### src/rtl/octal_sub_pkg.sv
// Shared types and constants for the digit-serial octal subtractor.
package octal_sub_pkg;

  typedef enum logic [1:0] {
    StIdle,
    StRun,
    StNegate,
    StDone
  } state_e;

  localparam int unsigned DefDigitW  = 3;
  localparam int unsigned DefNDigits = 4;

  // Digit index width; never narrower than one bit, even for a single digit.
  function automatic int unsigned idx_w(input int unsigned n);
    return (n > 1) ? $clog2(n) : 1;
  endfunction

  localparam int unsigned DefIdxW = idx_w(DefNDigits);

endpackage

### src/rtl/octal_serial_sub_digit_sub.sv
// One-digit ripple-borrow subtractor: {brw_out, d} = x - y - brw_in.
// Built as a chain of single-bit full-subtractor cells.
module digit_sub #(
  parameter int unsigned DIGIT_W = 3
) (
  input  logic [DIGIT_W-1:0] x,
  input  logic [DIGIT_W-1:0] y,
  input  logic               brw_in,
  output logic [DIGIT_W-1:0] d,
  output logic               brw_out
);

  logic [DIGIT_W:0] chain;

  assign chain[0] = brw_in;

  for (genvar i = 0; i < DIGIT_W; i++) begin : g_cell
    // Full-subtractor cell: borrow out when x < y + borrow in.
    assign d[i]       = x[i] ^ y[i] ^ chain[i];
    assign chain[i+1] = (~x[i] & y[i]) | (~(x[i] ^ y[i]) & chain[i]);
  end

  assign brw_out = chain[DIGIT_W];

endmodule

### src/rtl/octal_serial_sub.sv
// Digit-serial multi-digit subtractor, LSD first, one digit per clock.
// Optional feature macro: OCTAL_SUB_ABS_EN adds a digit-serial negate pass so
// that diff reports the magnitude and neg the sign of a negative result.
module octal_serial_sub
  import octal_sub_pkg::*;
#(
  parameter int unsigned DIGIT_W = DefDigitW,
  parameter int unsigned NDIGITS = DefNDigits
) (
  input  logic                       clk,
  input  logic                       rst,
  input  logic                       start,
  input  logic [DIGIT_W*NDIGITS-1:0] a,
  input  logic [DIGIT_W*NDIGITS-1:0] b,
  input  logic                       bin,
  output logic                       busy,
  output logic                       done,
  output logic [DIGIT_W*NDIGITS-1:0] diff,
  output logic                       bout,
  output logic                       neg
);

  localparam int unsigned W  = DIGIT_W * NDIGITS;
  localparam int unsigned IW = idx_w(NDIGITS);

  state_e            state_q;
  logic [W-1:0]      a_q, b_q, diff_q;
  logic [IW-1:0]     k_q;
  logic              brw_q, bout_q, busy_q, done_q;

  logic [DIGIT_W-1:0] a_dig, b_dig, run_d;
  logic               run_bo;
  logic               last_dig;

  assign last_dig = (k_q == IW'(NDIGITS - 1));

  // Select operand digit k for the run-pass subtractor.
  always_comb begin
    a_dig = '0;
    b_dig = '0;
    for (int i = 0; i < NDIGITS; i++) begin
      if (k_q == IW'(i)) begin
        a_dig = a_q[i*DIGIT_W +: DIGIT_W];
        b_dig = b_q[i*DIGIT_W +: DIGIT_W];
      end
    end
  end

  digit_sub #(
    .DIGIT_W (DIGIT_W)
  ) u_run_sub (
    .x       (a_dig),
    .y       (b_dig),
    .brw_in  (brw_q),
    .d       (run_d),
    .brw_out (run_bo)
  );

`ifdef OCTAL_SUB_ABS_EN
  logic               neg_q;
  logic [DIGIT_W-1:0] diff_dig, neg_d;
  logic               neg_bo;

  // Select result digit k for the negate pass.
  always_comb begin
    diff_dig = '0;
    for (int i = 0; i < NDIGITS; i++) begin
      if (k_q == IW'(i)) diff_dig = diff_q[i*DIGIT_W +: DIGIT_W];
    end
  end

  // Negate pass reuses brw_q as the running borrow, computing 0 - diff[k] - nb.
  digit_sub #(
    .DIGIT_W (DIGIT_W)
  ) u_neg_sub (
    .x       ({DIGIT_W{1'b0}}),
    .y       (diff_dig),
    .brw_in  (brw_q),
    .d       (neg_d),
    .brw_out (neg_bo)
  );

  assign neg = neg_q;
`else
  assign neg = 1'b0;
`endif

  // Control FSM with registered outputs; DONE accepts a new start like IDLE.
  always_ff @(posedge clk) begin
    if (rst) begin
      state_q <= StIdle;
      a_q     <= '0;
      b_q     <= '0;
      diff_q  <= '0;
      k_q     <= '0;
      brw_q   <= 1'b0;
      bout_q  <= 1'b0;
      busy_q  <= 1'b0;
      done_q  <= 1'b0;
`ifdef OCTAL_SUB_ABS_EN
      neg_q   <= 1'b0;
`endif
    end else begin
      done_q <= 1'b0;
      case (state_q)
        StIdle, StDone: begin
          state_q <= StIdle;
          if (start) begin
            a_q     <= a;
            b_q     <= b;
            brw_q   <= bin;
            k_q     <= '0;
            diff_q  <= '0;
            bout_q  <= 1'b0;
            busy_q  <= 1'b1;
            state_q <= StRun;
`ifdef OCTAL_SUB_ABS_EN
            neg_q   <= 1'b0;
`endif
          end
        end
        StRun: begin
          for (int i = 0; i < NDIGITS; i++) begin
            if (k_q == IW'(i)) diff_q[i*DIGIT_W +: DIGIT_W] <= run_d;
          end
          brw_q <= run_bo;
          k_q   <= k_q + 1'b1;
          if (last_dig) begin
            bout_q <= run_bo;
            k_q    <= '0;
`ifdef OCTAL_SUB_ABS_EN
            if (run_bo) begin
              state_q <= StNegate;
              brw_q   <= 1'b0;
            end else begin
              state_q <= StDone;
              busy_q  <= 1'b0;
              done_q  <= 1'b1;
            end
`else
            state_q <= StDone;
            busy_q  <= 1'b0;
            done_q  <= 1'b1;
`endif
          end
        end
`ifdef OCTAL_SUB_ABS_EN
        StNegate: begin
          for (int i = 0; i < NDIGITS; i++) begin
            if (k_q == IW'(i)) diff_q[i*DIGIT_W +: DIGIT_W] <= neg_d;
          end
          brw_q <= neg_bo;
          k_q   <= k_q + 1'b1;
          if (last_dig) begin
            k_q     <= '0;
            neg_q   <= 1'b1;
            state_q <= StDone;
            busy_q  <= 1'b0;
            done_q  <= 1'b1;
          end
        end
`endif
        default: state_q <= StIdle;
      endcase
    end
  end

  assign busy = busy_q;
  assign done = done_q;
  assign diff = diff_q;
  assign bout = bout_q;

endmodule

### config.mk
export PLATFORM = sky130hd
export DESIGN_NAME = octal_serial_sub
export DESIGN_NICKNAME = d
export VERILOG_FILES = /design/src/rtl/octal_sub_pkg.sv /design/src/rtl/octal_serial_sub_digit_sub.sv /design/src/rtl/octal_serial_sub.sv
export SDC_FILE = /design/constraint.sdc
export NUM_CORES = 1
export LEC_CHECK = 0
export BUFFER_PORTS_ARGS = -buffer_cell sky130_fd_sc_hd__buf_4
export CAP_MARGIN = 20
export CORE_MARGIN = 2
export CORE_UTILIZATION = 48
export DETAILED_ROUTE_END_ITERATION = 7
export HOLD_SLACK_MARGIN = 0.06
export PLACE_DENSITY = 0.75
export SKIP_LAST_GASP = 1
export SYNTH_ARGS = -nofsm -noshare
export SYNTH_HDL_FRONTEND = slang
export SYNTH_SLANG_ARGS = --single-unit
### constraint.sdc
create_clock -name clk -period 3.2 [get_ports clk]
set_clock_uncertainty 0.2 [all_clocks]
set_input_delay 0.64 -clock clk [delete_from_list [all_inputs] [get_ports clk]]
set_output_delay 0.64 -clock clk [all_outputs]
set_load 0.02 [all_outputs]
# [After elaboration in Yosys (flattened, before gate mapping)]
# Cells that the tools add are included.
[totals] register_bits=44 latchBits=0 ramBits=0 mem_bits_ro=0 in_bits=28 out_inout_bits=16 wordCells=85 n_memories=0
[op_classes] addsub=1 n_mul=0 n_div=0 n_lt_le_gt_ge=0 n_eq_ne=10 shift=0 muxes=29 n_bitwise=22 reduce_logical=11
[op_table] op="2-to-1 mux 3 bit" count=12
[op_table] op="case mux 12 bit (2 select lines)" count=1
[op_table] op="2-to-1 mux 12 bit" count=1
[op_table] op="AND reduction 3 bit" count=4
[op_table] op="!= test 2 bit, second input constant" count=5
[op_table] op="case mux 2 bit (2 select lines)" count=2
[op_table] op="2-to-1 mux 1 bit" count=7
[op_table] op="NOT 1 bit" count=7
[op_table] op="AND 1 bit" count=6
[op_table] op="equality test 2 bit, second input constant" count=3
[op_table] op="2-to-1 mux 2 bit" count=3
[op_table] op="case mux 1 bit (2 select lines)" count=3
[op_table] op="XOR 1 bit" count=6
[op_table] op="equality test 2 x 1 -> 1 bit, second input constant" count=2
[op_table] op="logical NOT 2 bit" count=2
[op_table] op="AND reduction 2 bit" count=2
[op_table] op="OR reduction 2 bit" count=2
[op_table] op="OR 1 bit" count=3
[op_table] op="adder 2 x 1 -> 2 bit, second input constant" count=1
[op_table] op="nonzero test 2 bit" count=1

# [Longest topological paths before layout]
# Gate-level depths: netlist of run 1.
[depth] word_depth=15 mapped_depth=13 mapped_depth_nobuf=12

# [Cells and area by module]
# From an unflattened synthesis of run 1, not the netlist that was laid out.
[hier_totals] hier_cells=265 hier_area_um2=2097.0
[by_module_without_submodules] mod="octal_serial_sub" instances=1 cells_each=254 area_each_um2=2006.9 seq_area_each_um2=880.8
[by_module_without_submodules] mod="digit_sub" instances=1 cells_each=11 area_each_um2=90.1 seq_area_each_um2=0.0

# [Least setup slack after synthesis of run 1]
# OpenSTA, ideal clock, no wires.
[synth_path] path_kind="register to register" startpoint="register k_q[0]" endpoint="register brw_q" setup_ps=112 t_arrival_ps=2693 required_ps=2888 path_slack_ps=195 path_stages_with_launch=13 n_path_buf=1 synth_period_minus_slack_ps=3005 cell_sequence="dfxtp_1 > inv_1 > ha_1 > clkbuf_1 > a21oi_1 > a22o_1 > fa_1 > inv_1 > fa_1 > inv_1 > fa_1 > and3_1 > a2111oi_1"
[synth_via] elab_chain_cells=14 elab_cells_between_ends=31 classes_between="3 x eq/ne; 9 x mux; 18 x bitwise; 1 x reduce/logical"
[synth_rtl] item="start: declaration" line_no="octal_serial_sub.sv:28" source="logic [IW-1:0] k_q;"
[synth_rtl] item="start signal: assignment" line_no="octal_serial_sub.sv:127" source="k_q <= k_q + 1'b1;"
[synth_rtl] item="logical NOT 2 bit" line_no="octal_serial_sub.sv:42" source="if (k_q == IW'(i)) begin"
[synth_rtl] item="2-to-1 mux 3 bit (4 in series)" line_no="octal_serial_sub.sv:42"
[synth_rtl] item="XOR 1 bit" line_no="octal_serial_sub_digit_sub.sv:20" source="assign chain[i+1] = (~x[i] & y[i]) | (~(x[i] ^ y[i]) & chain[i]);"
[synth_rtl] item="NOT 1 bit" line_no="octal_serial_sub_digit_sub.sv:20"
[synth_rtl] item="AND 1 bit" line_no="octal_serial_sub_digit_sub.sv:20"
[synth_rtl] item="OR 1 bit" line_no="octal_serial_sub_digit_sub.sv:20"
[synth_rtl] item="AND 1 bit" line_no="octal_serial_sub_digit_sub.sv:20"
[synth_rtl] item="OR 1 bit" line_no="octal_serial_sub_digit_sub.sv:20"
[synth_rtl] item="AND 1 bit" line_no="octal_serial_sub_digit_sub.sv:20"
[synth_rtl] item="OR 1 bit *" line_no="octal_serial_sub_digit_sub.sv:20"
[synth_rtl] item="case mux 1 bit (2 select lines) *" line_no="octal_serial_sub.sv:105" source="case (state_q)"
[synth_rtl] item="end signal: assignment" line_no="octal_serial_sub.sv:111" source="brw_q <= bin;"
[synth_rtl] item="end signal: assignment" line_no="octal_serial_sub.sv:126" source="brw_q <= run_bo;"
[synth_rtl] item="end: declaration" line_no="octal_serial_sub.sv:29" source="logic brw_q, bout_q, busy_q, done_q;"
# Mark *: on every way between the ends. The rest lies on a longest branch, timed or not.
# A chain may end at the register's enable or synchronous reset.

# [Worst setup path after layout of run 1]
# Same ends and word-level chain as after synthesis.

==> flow_metrics.env, run 1 <==
export IMPL_status="finished clean"
export IMPL_yosysTopAreaCell="dfxtp_1"
export IMPL_dr_pass1_iters=4
export IMPL_p_per_area_nw_per_um2=477
export IMPL_syn_nets=297
export IMPL_finalSetupViolCount=0
export IMPL_ys_types=32
export IMPL_maxSlewViolCount=0
export IMPL_min_period_ns=2.95
export IMPL_slew_headroom=0.445
export IMPL_routed_top_layer="met4"
export IMPL_startpoint_type="register"
export IMPL_grt_pass1_wl_um=7000
export IMPL_synth_seq_area_share=0.436
export IMPL_critical_path_max_stage_delay_ns=0.39
export IMPL_wirelength_met1_um=2020
export IMPL_switchingPower_mw=0.298
export IMPL_cp_max_fo=9
export IMPL_core_area_um2=4030
export IMPL_switching_share=0.253
export IMPL_intPower_mw=0.877
export IMPL_clock_sinks=44
export IMPL_rows=23
export IMPL_p_seq_frac=0.498
export IMPL_post_cts_buffers=0
export IMPL_worstSetupEndpointType="register"
export IMPL_grt_usage=0.198
export IMPL_min_path_cells=2
export IMPL_clock_fmax_mhz=339
export IMPL_hold_path_class="reg -> reg"
export IMPL_netlist_area_um2=2020
export IMPL_wl_met3_um=194
export IMPL_drtAntennaViolNets=0
export IMPL_synth_top_area_frac=0.436
export IMPL_combPwrFrac=0.149
export IMPL_yosysWarnings=0
export IMPL_worst_slew_pin_slew_ns=0.816
export IMPL_wl_um=4330
export IMPL_post_cts_resized=0
export IMPL_nets=331
export IMPL_postLayoutSetupSlackWorst_ns=0.252
export IMPL_reg2reg_to="brw_q"
export IMPL_p_leak_nw=0.978
export IMPL_finalHoldViolCount=0
export IMPL_final_util=0.611
export IMPL_crit_chain="inv_1, ha_2, a21oi_1, o21ai_0, a22o_1, fa_1, inv_1, fa_1, inv_1, fa_1, and3_1, a2111oi_1"
export IMPL_hold_end="b_q[3]"
export IMPL_routabilityCongestion=0.831
export IMPL_clock_path_buffers=2
export IMPL_vias_per_cell=5.24
export IMPL_syn_instance_count=260
export IMPL_slowest_stage="fa_1"
export IMPL_antennaDiodeCount=0
export IMPL_drtIter0Drc=154
export IMPL_r2r_cells=12
export IMPL_grt_max_degree=45
export IMPL_avgSynthCellArea_um2=7.78
export IMPL_num_vias=1809
export IMPL_setup_tns_ns=0
export IMPL_grt_antenna_before_repair=0
export IMPL_drive_above_1_share=0.210
export IMPL_crit_required_ns=3.19
export IMPL_cts_tree="done"
export IMPL_die_h_um=68.9
export IMPL_syn_to_final_growth_pct=21.8
export IMPL_ir_drop_mv=0.279
export IMPL_timing_final_crit_share=0.921
export IMPL_grt_ovfl_total=0
export IMPL_r2r_slack_ns=0.25
export IMPL_dp_hpwl_um=2940
export IMPL_portBuffers=42
export IMPL_wl_met2_um=2040
export IMPL_insertion_delay_ns=0.30
export IMPL_reg2reg_from="k_q[0]"
export IMPL_dieArea_um2=4750
export IMPL_synth_area_leaders="dfxtp_1 (44%), a21oi_1 (12%), nand2_1 (11%), ha_1 (3.7%), fa_1 (3.0%)"
export IMPL_power_mw=1.17
export IMPL_clkTransAtPathRegs_ns=0.08
export IMPL_crit_type="reg -> reg"
export IMPL_ys_ff_latch=44
export IMPL_cap_violations=0
export IMPL_first_global_vias=1589
export IMPL_cp_arrival_ns=2.94
export IMPL_die_x_um=68.9
export IMPL_hold_buffers=0
export IMPL_dp_slack_ns=0.103
export IMPL_pin_count=44
export IMPL_cts_root_buf="clkbuf_8"
export IMPL_drc=0
export IMPL_p_clk_frac=0.353
export IMPL_initial_utilization=0.502
export IMPL_drt_wirelength_per_cell_um=12.5
export IMPL_cts_htree_levels=2
export IMPL_cts_inserted_buffers=5
export IMPL_fillerInstances=389
export IMPL_min_from="b_q[3]"
power groups by stage:
| stage | Clock, mW | Sequential [mW] | Combinational (mW) |
|---|---|---|---|
| final | 0.414 | 0.585 | 0.175 |
| after global routing | 0.442 | 0.588 | 0.199 |
| after CTS | 0.418 | 0.585 | 0.175 |
| after detailed placement | 0 | 0.597 | 0.174 |
| after global placement | 0 | 0.597 | 0.173 |
| after floorplan | 0 | 0.597 | 0.117 |
layout make-up:
type	count	area, um2	area share
Sequential cell	44	883	0.359
Tap cell	50	62.6	0.0254
Inverter	14	52.6	0.0213
Clock inverter	2	35.0	0.0142
Timing Repair Buffer	47	353	0.143
Multi-Input combinational cell	182	1000	0.408
Clock buffer	6	72.6	0.0295
cells in the final DEF, fill, tap and decap left out, types with 2 or more instances in the layout:
| cell | count |
|---|---|
| nor2b_1 | 5 |
| a21oi_1 | 50 |
| nand3_1 | 3 |
| dfxtp_2 | 2 |
| fa_1 | 3 |
| dfxtp_1 | 42 |
| a22o_1 | 3 |
| o21ai_0 | 11 |
| a22oi_1 | 3 |
| ha_1 | 4 |
| inv_1 | 14 |
| ha_2 | 2 |
| nand4_1 | 8 |
| clkbuf_8 | 5 |
| nand2_1 | 59 |
| a32oi_1 | 3 |
| o21ai_1 | 7 |
| nor2_1 | 7 |
| buf_4 | 47 |
| or3_1 | 2 |
worst max-delay path, delay by kind of cell, from the launching register on:
| family | cells | cell delay, ns |
|---|---|---|
| adders and majority gates | 4 | 1.15 |
| DFF | 1 | 0.37 |
| buffers and inverters | 3 | 0.20 |
| and+or+nand+nor | 1 | 0.18 |
| AOI/OAI and AO/OA | 4 | 0.75 |
metrics by stage:
stage                     hold slack, ns  area [um2]  instances
after global placement             0.245        2350        337
after CTS                          0.258        2460        345
after detailed placement           0.247        2350        337
after global routing               0.274        2460        345
after floorplan                    0.236        2020        260
final                              0.256        2460        345
cells by family (layout without fill, tap and decap cells):
logic type | count (synthesis) | in the layout | share of synthesized area
and+or+nand+nor | 90 | 90 | 0.195
adders and majority gates | 9 | 9 | 0.0668
AOI/OAI and AO/OA | 80 | 80 | 0.218
DFF | 44 | 44 | 0.436
buffers and inverters | 34 | 69 | 0.0699
other | 1 | 1 | 0.00185
muxes | 2 | 2 | 0.0124
routing by layer:
metal	GRT usage	up-vias
li1	-	940
met1	0.248	822
met2	0.337	39
met3	0.0406	8
met4	0.0735	0
met5	0	-
synth_stat cells, drive strengths merged:
master / n
ha: 6
and3: 1
clkbuf: 10
a22oi: 3
a31oi: 1
buf: 10
or3: 2
mux2: 1
nand2b: 1
nand2: 59
o21ba: 1
nand4: 8
o21ai: 18
a21oi: 50
mux2i: 1
nor2: 7
a22o: 3
a32oi: 3
nor3: 1
dfxtp: 44
a2111oi: 1
fa: 3
nand3: 3
nor3b: 1
or2: 1
inv: 14
conb: 1
nor2b: 5
and2: 1
how the worst max path moves through the flow:
stage,start,to,slack (ns),cells after the start
after floorplan,k_q[0],brw_q,0.20,12
after global placement,k_q[0],brw_q,0.23,12
after detailed placement,k_q[0],brw_q,0.10,12
after CTS,k_q[0],brw_q,0.09,12
after global routing,k_q[0],brw_q,-0.0005,12
final,k_q[0],brw_q,0.25,12
registers in the layout, summed over array words and instances (netlist names):
name,flops
b_q,12
bout,1
done,1
diff,12
busy,1
state_q,2
brw_q,1
k_q,2
a_q,12
(Power assumes the default switching activity.)
==> run 2, diff against run 1 <==
ABC_AREA = 1   (was unset)
PLACE_DENSITY = 0.74   (was 0.75)
==> flow_metrics.env, run 2 <==
export IMPL_grt_pass1_wl_um=7250
export IMPL_hold_path_class="reg -> reg"
export IMPL_ys_ff_latch=44
export IMPL_synth_adder_area_share=0.0657
export IMPL_routabilityCongestion=0.863
export IMPL_cp_max_fo=7
export IMPL_wl_um=4150
export IMPL_crit_type="reg -> reg"
export IMPL_pin_count=44
export IMPL_clkTransAtPathRegs_ns=0.08
export IMPL_cts_root_buf="clkbuf_8"
export IMPL_yosysTopAreaCell="dfxtp_1"
export IMPL_yosysMostFrequentCell="nor2_1"
export IMPL_ir_drop_mv=0.319
export IMPL_initial_utilization=0.507
export IMPL_drtAntennaViolNets=0
export IMPL_rsz0062_at_grt="false"
export IMPL_dieArea_um2=4820
export IMPL_finalHoldViolCount=0
export IMPL_fin_cells=367
export IMPL_min_period_ns=2.95
export IMPL_switching_share=0.304
export IMPL_rows=23
export IMPL_vias_per_cell=4.93
export IMPL_synth_common_cells="nor2_1 (71), dfxtp_1 (44), nand2_1 (40)"
export IMPL_post_dp_cell_area_um2=2340
export IMPL_final_common_cell="nor2_1"
export IMPL_timing_final_crit_share=0.921
export IMPL_intPower_mw=0.915
export IMPL_clock_sinks=44
export IMPL_status="finished clean"
export IMPL_antennaDiodeCount=0
export IMPL_core_area_um2=4060
export IMPL_synth_seq_area_share=0.428
export IMPL_insertion_delay_ns=0.30
export IMPL_drc=0
export IMPL_netlist_area_um2=2060
export IMPL_worstSetupEndpointType="register"
export IMPL_final_util=0.600
export IMPL_crit_required_ns=3.19
export IMPL_synth_top_area_frac=0.428
export IMPL_p_leak_nw=1.13
export IMPL_clock_path_buffers=2
export IMPL_p_per_area_nw_per_um2=540
export IMPL_drt_wirelength_per_cell_um=11.3
export IMPL_yosysWarnings=0
export IMPL_grt_antenna_before_repair=0
export IMPL_num_vias=1809
export IMPL_hold_buffers=0
export IMPL_dp_cells=359
export IMPL_synth_area_leaders="dfxtp_1 (43%), nor2_1 (13%), nand2_1 (7.3%), o21ai_0 (7.3%), a21oi_1 (5.8%)"
export IMPL_synthFlopType="dfxtp_1"
export IMPL_synth_xor_area_frac=0
export IMPL_synth_top_family_by_area="simple AND/OR/NAND/NOR gates"
export IMPL_avgSynthCellArea_um2=7.32
export IMPL_final_cell_mix="nor2_1 (70), dfxtp_1 (44), buf_4 (43)"
export IMPL_portBuffers=42
export IMPL_synth_simple_area_share=0.264
export IMPL_synth_compound_area_frac=0.157
export IMPL_cp_arrival_ns=2.93
export IMPL_nets=353
export IMPL_die_h_um=69.4
export IMPL_cts_htree_levels=2
export IMPL_synthMuxAreaShare=0
export IMPL_post_cts_resized=0
export IMPL_dp_hpwl_um=3020
export IMPL_combPwrFrac=0.249
export IMPL_cts_tree="done"
export IMPL_grt_usage=0.183
export IMPL_drtIter0Drc=129
export IMPL_switchingPower_mw=0.400
export IMPL_die_x_um=69.4
export IMPL_p_seq_frac=0.482
export IMPL_post_cts_buffers=0
export IMPL_cap_violations=0
export IMPL_syn_instance_count=281
export IMPL_grt_ovfl_total=0
export IMPL_finalSetupViolCount=0
export IMPL_dr_pass1_iters=4
export IMPL_p_clk_frac=0.269
export IMPL_ys_types=25
export IMPL_async_flop_share=0
export IMPL_fillerInstances=392
export IMPL_whs_ns=0.260
export IMPL_startpoint_type="register"
export IMPL_maxSlewViolCount=0
export IMPL_fin_area_um2=2430
export IMPL_clock_fmax_mhz=339
export IMPL_setup_tns_ns=0
export IMPL_cts_inserted_buffers=5
export IMPL_drive_above_1_share=0.196
export IMPL_syn_to_final_growth_pct=18.4
export IMPL_syn_nets=318
export IMPL_synth_edf_count=0
export IMPL_first_global_vias=1610
export IMPL_grt_max_degree=33
==> run 2: layout make-up <==
cell class	count	area, um2	share of cell area
multi-input combinational	205	1010	0.416
tap	50	62.6	0.0257
sequential	44	881	0.362
clock buffer	8	90.1	0.0370
inverter	17	66.3	0.0272
timing repair buffer	43	323	0.133
==> run 2: cell families (layout without fill, tap and decap cells) <==
group           after synthesis  after routing
compound gates               62             62
fa+ha+maj                     9              9
buf+inv                      32             68
flops                        44             44
other cells                   1              1
simple gates                133            133
==> run 2: through the flow <==
stage / worst slack [ns] / power, mW
after detailed placement: 0.132 / 0.976
final: 0.253 / 1.31
after floorplan: 0.469 / 0.884
after CTS: 0.133 / 1.32
after global placement: 0.325 / 0.968
after global routing: 0.00442 / 1.40
==> run 2: power by group through the flow <==
| stage | Combinational (mW) | Clock [mW] | Sequential (mW) |
|---|---|---|---|
| 6_report | 0.327 | 0.353 | 0.634 |
| 4_1_cts | 0.329 | 0.357 | 0.635 |
| 5_1_grt | 0.375 | 0.382 | 0.642 |
| 3_3_place_gp | 0.321 | 0 | 0.646 |
| 2_1_floorplan | 0.218 | 0 | 0.667 |
| 3_5_place_dp | 0.328 | 0 | 0.647 |
==> run 2: layer usage <==
layer	up-vias	global-route usage	share of wire
met5	-	0	0
met1	801	0.229	0.46
met3	6	0.0538	0.049
li1	966	-	-
met2	36	0.304	0.48
met4	0	0.0545	0.013
==> run 2: critical path, cell delays in order, from the launching register on <==
cell and delay [ns]:
dfxtp_1 0.42, inv_1 0.09, ha_2 0.23, inv_1 0.17
o211ai_1 0.12, a21oi_1 0.19, fa_1 0.20, inv_1 0.05
fa_1 0.35, inv_1 0.07, fa_1 0.40, nand2_1 0.14
nand3_1 0.09, nand2_1 0.07, nor2_1 0.03
==> run 2: final timing paths <==
| kind | from | end | slack [ns] | cells past startpoint |
|---|---|---|---|---|
| worst max-delay path | k_q[0] | diff[8] | 0.25 | 14 |
| worst min-delay path | busy | busy | 0.26 | 2 |
| worst max register to register | k_q[0] | diff[8] | 0.25 | 14 |
| worst min register to register | busy | busy | 0.26 | 2 |
==> run 3, diff against run 2 <==
==> constraint.sdc (replaced) <==
create_clock -name clk -period 3.2 [get_ports clk]
set_clock_uncertainty 0.2 [all_clocks]
set_input_delay 0.48 -clock clk [delete_from_list [all_inputs] [get_ports clk]]
set_output_delay 0.48 -clock clk [all_outputs]
set_load 0.02 [all_outputs]
==> flow_metrics.env, run 3 (synthesis gave the netlist of run 2 again) <==
export IMPL_crit_required_ns=3.23
export IMPL_cts_htree_levels=2
export IMPL_power_mw=1.31
export IMPL_drt_wirelength_per_cell_um=11.4
export IMPL_p_per_area_nw_per_um2=537
export IMPL_multi_input_area_um2=1030
export IMPL_clock_path_buffers=2
export IMPL_dr_pass1_iters=5
export IMPL_post_cts_buffers=0
export IMPL_r2r_slack_ns=0.22
export IMPL_min_path_cells=2
export IMPL_vias_per_cell=4.94
export IMPL_intPower_mw=0.915
export IMPL_finalHoldViolCount=0
export IMPL_syn_to_final_growth_pct=18.9
export IMPL_die_h_um=69.4
export IMPL_cp_max_fo=7
export IMPL_p_clk_frac=0.266
export IMPL_slew_headroom=0.346
export IMPL_final_common_cell="nor2_1"
export IMPL_clock_fmax_mhz=336
export IMPL_worst_slew_pin_slew_ns=0.981
export IMPL_slowest_stage="fa_1"
export IMPL_min_from="rst"
export IMPL_clkTransAtPathRegs_ns=0.08
export IMPL_rows=23
export IMPL_status="finished clean"
export IMPL_num_vias=1808
export IMPL_critical_path_max_stage_delay_ns=0.47
export IMPL_drtAntennaViolNets=0
export IMPL_cp_arrival_ns=3.00
export IMPL_cap_violations=0
export IMPL_crit_chain="inv_1, ha_2, nor2_2, nand2_1, nand2_1, a21boi_1, fa_1, inv_1, fa_1, inv_1, fa_1, nand2_1, nand3_1, nand2_1, nor2_1"
export IMPL_combPwrFrac=0.251
export IMPL_grt_pass1_wl_um=7180
export IMPL_min_period_ns=2.98
export IMPL_r2r_cells=15
export IMPL_core_area_um2=4060
export IMPL_antennaDiodeCount=0
export IMPL_grt_max_degree=41
export IMPL_routabilityCongestion=0.878
export IMPL_hold_path_class="in -> reg"
export IMPL_dp_hpwl_um=2980
export IMPL_drive_above_1_share=0.203
export IMPL_portBuffers=42
export IMPL_seq_area_um2=882
export IMPL_die_x_um=69.4
export IMPL_switching_share=0.304
export IMPL_cts_root_buf="clkbuf_8"
export IMPL_fin_cells=366
export IMPL_reg2reg_to="diff[11]"
export IMPL_wl_um=4190
export IMPL_drc=0
export IMPL_cts_tree="done"
export IMPL_cts_inserted_buffers=5
export IMPL_first_global_vias=1634
export IMPL_nets=352
export IMPL_cp_top_family="adder cells"
export IMPL_grt_ovfl_total=0
export IMPL_cp_num_buf_inv=3
export IMPL_final_cell_mix="nor2_1 (70), dfxtp_1 (43), buf_4 (42)"
export IMPL_p_leak_nw=1.12
export IMPL_critical_path_depth=15
export IMPL_fillerInstances=402
export IMPL_finalSetupViolCount=0
export IMPL_path_common_cell="nand2_1"
export IMPL_timing_final_crit_share=0.930
export IMPL_pin_count=44
export IMPL_insertion_delay_ns=0.29
export IMPL_grt_antenna_before_repair=0
export IMPL_rsz0062_at_grt="true"
export IMPL_ir_drop_mv=0.359
export IMPL_maxSlewViolCount=0
export IMPL_initial_utilization=0.507
export IMPL_dp_cells=358
export IMPL_hold_end="busy"
export IMPL_grt_usage=0.180
export IMPL_switchingPower_mw=0.399
export IMPL_drtIter0Drc=101
export IMPL_worstSetupEndpointType="register"
export IMPL_dieArea_um2=4820
export IMPL_reg2reg_from="k_q[1]"
export IMPL_startpoint_type="register"
export IMPL_setup_tns_ns=0
export IMPL_final_util=0.603
export IMPL_crit_type="reg -> reg"
export IMPL_p_seq_frac=0.483
export IMPL_clock_sinks=44
run 3: how the worst max path moves through the flow:
stage               startpoint        to  slack (ns)
CTS                     k_q[0]  diff[11]        0.12
detailed placement      k_q[0]   diff[8]        0.14
global placement        k_q[0]   diff[2]        0.29
global route            k_q[1]   diff[8]       -0.01
floorplan               k_q[0]   diff[2]        0.47
finish                  k_q[1]  diff[11]        0.22
run 3: final cells by class:
class | instances | share of cell area
multi-input cells | 205 | 0.421
repair buffers | 42 | 0.129
flip-flops and latches | 44 | 0.361
inverters | 17 | 0.0271
well taps | 50 | 0.0256
clock buffers | 8 | 0.0368
run 3: metal layers:
layer	up-vias	GRT usage	wire length, um
met2	46	0.304	1950
met5	-	0	0
met1	789	0.229	1950
li1	964	-	-
met4	0	0.0588	73
met3	9	0.0378	213
run 3: power groups by stage:
stage	combinational [mW]	sequential, mW	clock, mW
global route	0.377	0.643	0.377
CTS	0.329	0.635	0.359
global placement	0.320	0.647	0
detailed placement	0.328	0.647	0
finish	0.329	0.635	0.350
floorplan	0.218	0.667	0
run 3: repair_timing:
item	CTS	global route
hold buffers	0	0
setup endpoints to repair	0	4
resized for setup	0	8
run 3: stage by stage:
| step | hold WS, ns | cell area (um2) | worst slack (ns) |
|---|---|---|---|
| floorplan | 0.249 | 2060 | 0.469 |
| global placement | 0.246 | 2330 | 0.292 |
| detailed placement | 0.252 | 2330 | 0.135 |
| CTS | 0.158 | 2420 | 0.116 |
| global route | 0.159 | 2440 | -0.00963 |
| finish | 0.161 | 2440 | 0.224 |
